**config.mk**
```make
export PLATFORM = sky130hd
export DESIGN_NAME = serial_adder
export DESIGN_NICKNAME = d
export VERILOG_FILES = /design/src/rtl/serial_adder.sv
export SDC_FILE = /design/constraint.sdc
export NUM_CORES = 1
export LEC_CHECK = 0
export ABC_AREA = 1
export BUFFER_PORTS_ARGS = -buffer_cell sky130_fd_sc_hd__clkbuf_2
export CAP_MARGIN = 10
export CORE_ASPECT_RATIO = 1.4
export CORE_MARGIN = 10
export CORE_UTILIZATION = 40
export DETAILED_ROUTE_END_ITERATION = 16
export MAX_ROUTING_LAYER = met4
export PLACE_DENSITY = 0.6
export SYNTH_ARGS = -nofsm -noshare
export SYNTH_HDL_FRONTEND = slang
export SYNTH_SLANG_ARGS = --single-unit
```
**constraint.sdc**
```tcl
create_clock -name SA_CLK -period 3.1 [get_ports SA_CLK]
set_input_delay 0.155 -clock SA_CLK [delete_from_list [all_inputs] [get_ports SA_CLK]]
set_output_delay 0.155 -clock SA_CLK [all_outputs]
set_load 0.005 [all_outputs]
```
**src/rtl/serial_adder.sv**
```systemverilog
// Digit-serial adder: WIDTH-bit A + B + carry-in, DIGIT bits per clock; `SERIAL_ADDER_SUB_EN adds subtract mode.
// Latency: N+1 edges from accepted start to registered F/C_1/V (N = WIDTH/DIGIT); SA_DONE pulses on the completion edge.
// Backpressure: SA_START is only sampled while SA_BUSY is low; requests during RUN are dropped, not queued.
module serial_adder #(
   parameter int WIDTH = 8,
   parameter int DIGIT = 1
) (
   input  logic             SA_CLK,
   input  logic             SA_RST_N,
   input  logic             SA_START,
   input  logic [WIDTH-1:0] SA_A,
   input  logic [WIDTH-1:0] SA_B,
   input  logic             SA_C_0,
   input  logic             SA_SUB,
   output logic             SA_BUSY,
   output logic             SA_DONE,
   output logic [WIDTH-1:0] SA_F,
   output logic             SA_C_1,
   output logic             SA_V
);

   localparam int N  = WIDTH / DIGIT;
   localparam int CW = (N > 1) ? $clog2(N) : 1;

   localparam logic [0:0] S_IDLE = 1'b0;
   localparam logic [0:0] S_RUN  = 1'b1;

   logic [0:0]       state;
   logic [WIDTH-1:0] a_sh;
   logic [WIDTH-1:0] b_sh;
   logic [WIDTH-1:0] res_sh;
   logic             carry;
   logic [CW-1:0]    cnt;

   logic [WIDTH-1:0] b_eff;
   logic             cin_eff;

`ifdef SERIAL_ADDER_SUB_EN
   assign b_eff   = SA_SUB ? ~SA_B : SA_B;
   assign cin_eff = SA_C_0 ^ SA_SUB;
`else
   logic unused_sub;
   assign unused_sub = SA_SUB;
   assign b_eff      = SA_B;
   assign cin_eff    = SA_C_0;
`endif

   logic [DIGIT:0]   dsum;
   logic             c_into_msb;
   logic [WIDTH-1:0] res_next;
   logic             last;

   assign dsum = {1'b0, a_sh[DIGIT-1:0]} + {1'b0, b_sh[DIGIT-1:0]} + {{DIGIT{1'b0}}, carry};
   // Carry into the top bit of this digit, recovered from its sum bit and operand bits.
   assign c_into_msb = dsum[DIGIT-1] ^ a_sh[DIGIT-1] ^ b_sh[DIGIT-1];
   assign res_next   = (res_sh >> DIGIT) | (WIDTH'(dsum[DIGIT-1:0]) << (WIDTH - DIGIT));
   assign last       = (cnt == CW'(N - 1));

   assign SA_BUSY = (state == S_RUN);

   always_ff @(posedge SA_CLK or negedge SA_RST_N) begin
      if (!SA_RST_N) begin
         state   <= S_IDLE;
         a_sh    <= '0;
         b_sh    <= '0;
         res_sh  <= '0;
         carry   <= 1'b0;
         cnt     <= '0;
         SA_DONE <= 1'b0;
         SA_F    <= '0;
         SA_C_1  <= 1'b0;
         SA_V    <= 1'b0;
      end else begin
         SA_DONE <= 1'b0;
         if (state == S_IDLE) begin
            if (SA_START) begin
               a_sh   <= SA_A;
               b_sh   <= b_eff;
               carry  <= cin_eff;
               res_sh <= '0;
               cnt    <= '0;
               state  <= S_RUN;
            end
         end else begin
            a_sh   <= a_sh >> DIGIT;
            b_sh   <= b_sh >> DIGIT;
            res_sh <= res_next;
            carry  <= dsum[DIGIT];
            cnt    <= cnt + CW'(1);
            if (last) begin
               SA_F    <= res_next;
               SA_C_1  <= dsum[DIGIT];
               SA_V    <= c_into_msb ^ dsum[DIGIT];
               SA_DONE <= 1'b1;
               state   <= S_IDLE;
            end
         end
      end
   end

endmodule

```
==> flow_summary.json, run 1 <==
{
  "status": "finished with violations",
  "violations": "hold timing",
  "max_freq_ghz": 0.651,
  "crit_path_max_fanout": 20,
  "htreeDepth": 2,
  "fin_crit_sh": 0.495,
  "ctsHoldBuffers": 0,
  "routabilityCongestion": 0.720,
  "yosysTopAreaCell": "dfrtp_1",
  "cts_made_buffers": 5,
  "grt_pass1_vias": 1197,
  "ys_seq_area_frac": 0.594,
  "clock-root-buffer": "clkbuf_8",
  "worst_pin_slew_ps": 926,
  "clock_power_share": 0.252,
  "cts_buffer_depth": 2,
  "r2r_cells": 6,
  "netSwitchingFraction": 0.335,
  "seq_area_um2": 976,
  "drtAntennaViolNets": 0,
  "multiInputGateArea_um2": 485,
  "num-nets-final": 218,
  "grt_max_degree": 40,
  "stdcell_count": 238,
  "rows": 27,
  "final_design_area_no_fill_um2": 1920,
  "synth.distinct_cells": 19,
  "post-place-ws_ps": 1570,
  "worstSetupEndpointType": "flop",
  "via_per_inst": 4.97,
  "drt_wl_total_mm": 3.02,
  "dp_hpwl_mm": 2.20,
  "fill_cells": 392,
  "clk_pin_slew_ps": 70,
  "coreArea_um2": 3950,
  "finalSetupViolCount": 0,
  "die_area_um2": 7110,
  "diodes": 0,
  "critical-path-top-delay-family": "simple AND/OR/NAND/NOR gates",
  "ctsResizeCount": 0,
  "r2r-start": "cnt[0]",
  "drive_gt1_frac": 0.221,
  "start_util": 0.416,
  "relSlewSlack": 0.382,
  "antenna_found_initial": 0,
  "power_density_nw_per_um2": 1030,
  "rsz0062_at_grt": "false",
  "netSwitchingPower_uw": 661,
  "critPathMaxStageDelay_ps": 400,
  "tns_ps": 0,
  "ff2ff_setup_slack_ps": 1560,
  "hold_class": "in -> async",
  "dp.cells": 230,
  "dieHeight_um": 95.9,
  "cp_num_buf_inv": 1,
  "synth_top_area_frac": 0.594,
  "syn_avg_cell_area_um2": 10.1,
  "cp_slowest_cell": "dfrtp_1",
  "crit_chain": "ha_1, ha_1, nand2_1, inv_2, nand3_1, nand2_1",
  "post_cts_buffers": 0,
  "power_mw": 1.97,
  "drv_cap": 0,
  "finalWorstSetupSlack_ps": 1560,
  "finish.utilization": 0.487,
  "synth_top_cells_by_area": "dfrtp_1 (59%), nand2_1 (9.1%), o221ai_1 (8.0%), inv_1 (6.6%), o21ai_0 (3.3%)",
  "yosysWarnings": 0,
  "port_buffers": 31,
  "cts_tree": "yes",
  "dr_total_vias": 1184,
  "r2r_end": "SA_V",
  "netlist_area_um2": 1640,
  "drc": 0,
  "drt_iter0_drc": 52,
  "cp.arrival_ps": 1720,
  "synthCells": 163,
  "critPathRequiredTime_ps": 3280,
  "seqPwrFrac": 0.408,
  "fin_hold_ws_ps": -6.91,
  "gr-total-overflow": 0,
  "syn_nets": 187,
  "drt-pass1-iter-count": 4,
  "leakage_nw": 0.978,
  "min_period_ps": 1540,
  "skew_ps": 6.65,
  "path_depth": 6,
  "drt-wirelength-per-cell_um": 12.7,
  "groute.usage.overall": 0.0989,
  "grt_pass1_wl_mm": 5.38,
  "irDropWorstVdd_mv": 0.528,
  "pin_count": 33,
  "internal_power_mw": 1.31,
  "die_width_um": 74.2,
  "clock_latency_ps": 290,
  "crit_type": "reg -> reg",
  "area_growth_pct": 17.0,
  "synth-seq-cells": 39,
  "combPwrFrac": 0.339,
  "drv_slew": 0,
  "dpl_cell_area_um2": 1790,
  "cts.sinks": 39,
  "crit_path_start_kind": "flop",
  "report.final.hold_viol_count": 28
}
==> area by class of cell <==
type | instances | share of cell area
Clock inverter | 3 | 0.0351
Tap cell | 43 | 0.0280
Inverter | 31 | 0.0605
Timing Repair Buffer | 31 | 0.0807
Sequential cell | 39 | 0.507
Multi-Input combinational cell | 86 | 0.252
Clock buffer | 5 | 0.0358
==> kinds of logic after synthesis <==
kind of cell / share of synthesized area
AND/OR/NAND/NOR: 0.114
adder cells (fa/ha/maj): 0.0274
buffers and inverters: 0.111
flip-flops: 0.594
AO/OA/AOI/OAI: 0.154
==> power by group through the flow <==
stage               combinational (mW)  clock, mW  sequential [mW]
detailed placement               0.684          0            0.819
global route                     0.790      0.532            0.833
floorplan                        0.530          0            0.808
CTS                              0.688      0.508            0.809
global placement                 0.653          0            0.807
finish                           0.670      0.498            0.806
==> layer usage <==
layer  GRT usage  wire, um  up-vias
met1       0.118      1370      553
met4      0.0421        51        0
li1            -         -      595
met3      0.0484       270        6
met2       0.138      1330       30
met5           -         0        -
==> cells in the final DEF, fill, tap and decap left out, types with 2 or more instances in the layout <==
master | Yosys | routed
bufinv_16 | 0 | 2
o221ai_1 | 15 | 15
nor2_1 | 4 | 4
inv_1 | 29 | 29
o21ai_0 | 11 | 11
clkbuf_2 | 1 | 31
clkbuf_8 | 2 | 5
o22ai_1 | 7 | 7
inv_2 | 2 | 2
nand2_1 | 40 | 40
a22o_1 | 2 | 2
dfrtp_1 | 39 | 39
ha_1 | 2 | 2
==> worst max path at each step <==
| stage | from | to | slack, ps |
|---|---|---|---|
| 6_report | cnt[0] | SA_V | 1560 |
| 5_1_grt | cnt[0] | SA_V | 1440 |
| 4_1_cts | cnt[0] | SA_V | 1540 |
| 3_5_place_dp | cnt[0] | SA_V | 1570 |
| 3_3_place_gp | cnt[0] | SA_V | 1580 |
| 2_1_floorplan | a_sh[0] | SA_V | 1710 |
==> state kept, by name, summed over array words and instances, names as in the netlist <==
name / cells
b_sh: 8
SA_DONE: 1
SA_C_1: 1
SA_BUSY: 1
SA_V: 1
cnt: 3
res_sh: 7
carry: 1
SA_F: 8
a_sh: 8
==> cells in the mapped netlist, drive strengths merged <==
cell type,count
a21oi,1
nand2,41
o21ai,11
ha,2
inv,31
nand3,1
o22ai,7
dfrtp,39
fa,1
o221ai,15
buf,4
a22o,2
nor2,5
clkbuf,3
(Power assumes the default switching activity.)
==> run 2: changes to the inputs <==
==> constraint.sdc (replaced) <==
create_clock -name SA_CLK -period 1.5 [get_ports SA_CLK]
set_input_delay 0.075 -clock SA_CLK [delete_from_list [all_inputs] [get_ports SA_CLK]]
set_output_delay 0.075 -clock SA_CLK [all_outputs]
set_load 0.005 [all_outputs]
==> run 2 against run 1 <==
  * The run now ends clean
  * Total power grew 110%
  * Clock-buffer cell count stayed put
  * Largest power group unchanged
  * Critical path type unchanged
  * Register-to-register slack got worse by 1500 ps
  * Sequential share of layout area decreased by 2.6 points
  * Largest cell class unchanged
  * Wire length fell by 0.53%
  * Sequential cell count unchanged
==> flow_summary.json, run 2 (synthesis gave the netlist of run 1 again) <==
{
  "dieHeight_um": 95.9,
  "antenna_found_initial": 0,
  "clock_latency_ps": 290,
  "gr-total-overflow": 0,
  "drt-pass1-iter-count": 4,
  "routabilityCongestion": 0.726,
  "worstSetupEndpointType": "flop",
  "area_growth_pct": 23.4,
  "min-delay-start": "SA_A[5]",
  "dp_hpwl_mm": 2.21,
  "pin_count": 33,
  "die_width_um": 74.2,
  "grt_pass1_vias": 1274,
  "leakage_nw": 1.03,
  "power_mw": 4.20,
  "cp.arrival_ps": 1620,
  "drc": 0,
  "irDropWorstVdd_mv": 1.15,
  "grt_max_degree": 40,
  "drt-wirelength-per-cell_um": 12.1,
  "critPathRequiredTime_ps": 1680,
  "critical_path.startpoint": "b_sh[0]",
  "cts_tree": "yes",
  "relSlewSlack": 0.678,
  "crit_type": "reg -> reg",
  "r2r_end": "SA_V",
  "rsz0062_at_grt": "true",
  "power_density_nw_per_um2": 2070,
  "clock-root-buffer": "clkbuf_8",
  "coreArea_um2": 3950,
  "tns_ps": 0,
  "dpl_cell_area_um2": 1830,
  "drt_wl_total_mm": 3.00,
  "drive_gt1_frac": 0.259,
  "hold_class": "in -> reg",
  "grt_pass1_wl_mm": 5.23,
  "report.final.hold_viol_count": 0,
  "die_area_um2": 7110,
  "start_util": 0.416,
  "finalWorstSetupSlack_ps": 61.2,
  "fin_crit_sh": 0.959,
  "via_per_inst": 4.89,
  "r2r-start": "b_sh[0]",
  "skew_ps": 7.44,
  "dp.cells": 234,
  "final_design_area_no_fill_um2": 2030,
  "drt_iter0_drc": 51,
  "r2r_cells": 7,
  "cts_made_buffers": 5,
  "min_period_ps": 1440,
  "ff2ff_setup_slack_ps": 60,
  "stdcell_count": 248,
  "drtAntennaViolNets": 0,
  "diodes": 0,
  "clk_pin_slew_ps": 70,
  "htreeDepth": 2,
  "crit_path_start_kind": "flop",
  "fin_hold_ws_ps": 0.148,
  "dr_total_vias": 1213,
  "port_buffers": 31,
  "cts.sinks": 39,
  "rows": 27,
  "final_cell_mix": "dfrtp_1 (39), nand2_1 (39), clkbuf_2 (31), inv_1 (26), o221ai_1 (15)",
  "worstHoldPathCells": 3,
  "drv_cap": 0,
  "status": "complete, no violations",
  "groute.usage.overall": 0.0941,
  "crit_path_max_fanout": 5,
  "finish.utilization": 0.513,
  "drv_slew": 0,
  "max_freq_ghz": 0.695,
  "finalSetupViolCount": 0,
  "reg.largest.list": "SA_F: 8 flops, a_sh: 8 flops, b_sh: 8 flops",
  "post-place-ws_ps": 24.1,
  "num-nets-final": 228,
  "cts_buffer_depth": 2,
  "worst_pin_slew_ps": 483,
  "hold_path_end": "a_sh[5]"
}
-- run 2: critical path, cell delays in order (launching register included) --
cell and delay, ps:
dfrtp_1 380, inv_2 70, fa_2 620, nand2_1 60, nand2_1 50, nand2_1 40
nand3_1 70, nand2_1 40
-- run 2: power breakdown --
part / internal [mW] / leakage, nW / switching, mW
registers: 1.48 / 0.507 / 0.188
logic: 0.668 / 0.456 / 0.844
clock network: 0.663 / 0.0644 / 0.352
-- run 2: layout make-up --
cell class                      instances  area (um2)
Clock buffer                            5        68.8
Inverter                               31         116
Multi-Input combinational cell         86         490
Tap cell                               43        53.8
Clock inverter                          3        67.6
Sequential cell                        39         976
Fill cell                             374        1920
Timing Repair Buffer                   41         255
-- run 2: worst max-delay path by stage --
stage                      end  slack, ps  cells after the start
final                     SA_V         60                      7
after global routing      SA_V        -60                      8
after CTS                 SA_V         10                      8
after detailed placement  SA_V         20                      8
after global placement    SA_V         70                      7
after floorplan           SA_V        110                      7
-- run 2: metal layers --
| metal | wire length, um | global-route usage | vias to the layer above | part of all wire |
|---|---|---|---|---|
| met5 | 0 | - | - | 0 |
| met1 | 1330 | 0.107 | 561 | 0.44 |
| met4 | 40 | 0.0374 | 0 | 0.013 |
| met2 | 1410 | 0.148 | 30 | 0.47 |
| met3 | 216 | 0.0330 | 7 | 0.072 |
| li1 | - | - | 615 | - |
-- run 2: what timing repair did --
action / CTS / global route
hold buffers: 5 / 0
endpoints found under the setup margin: 0 / 1
endpoints found under the hold margin: 43 / 0
setup buffers: 0 / 1
gates resized for setup: 0 / 5
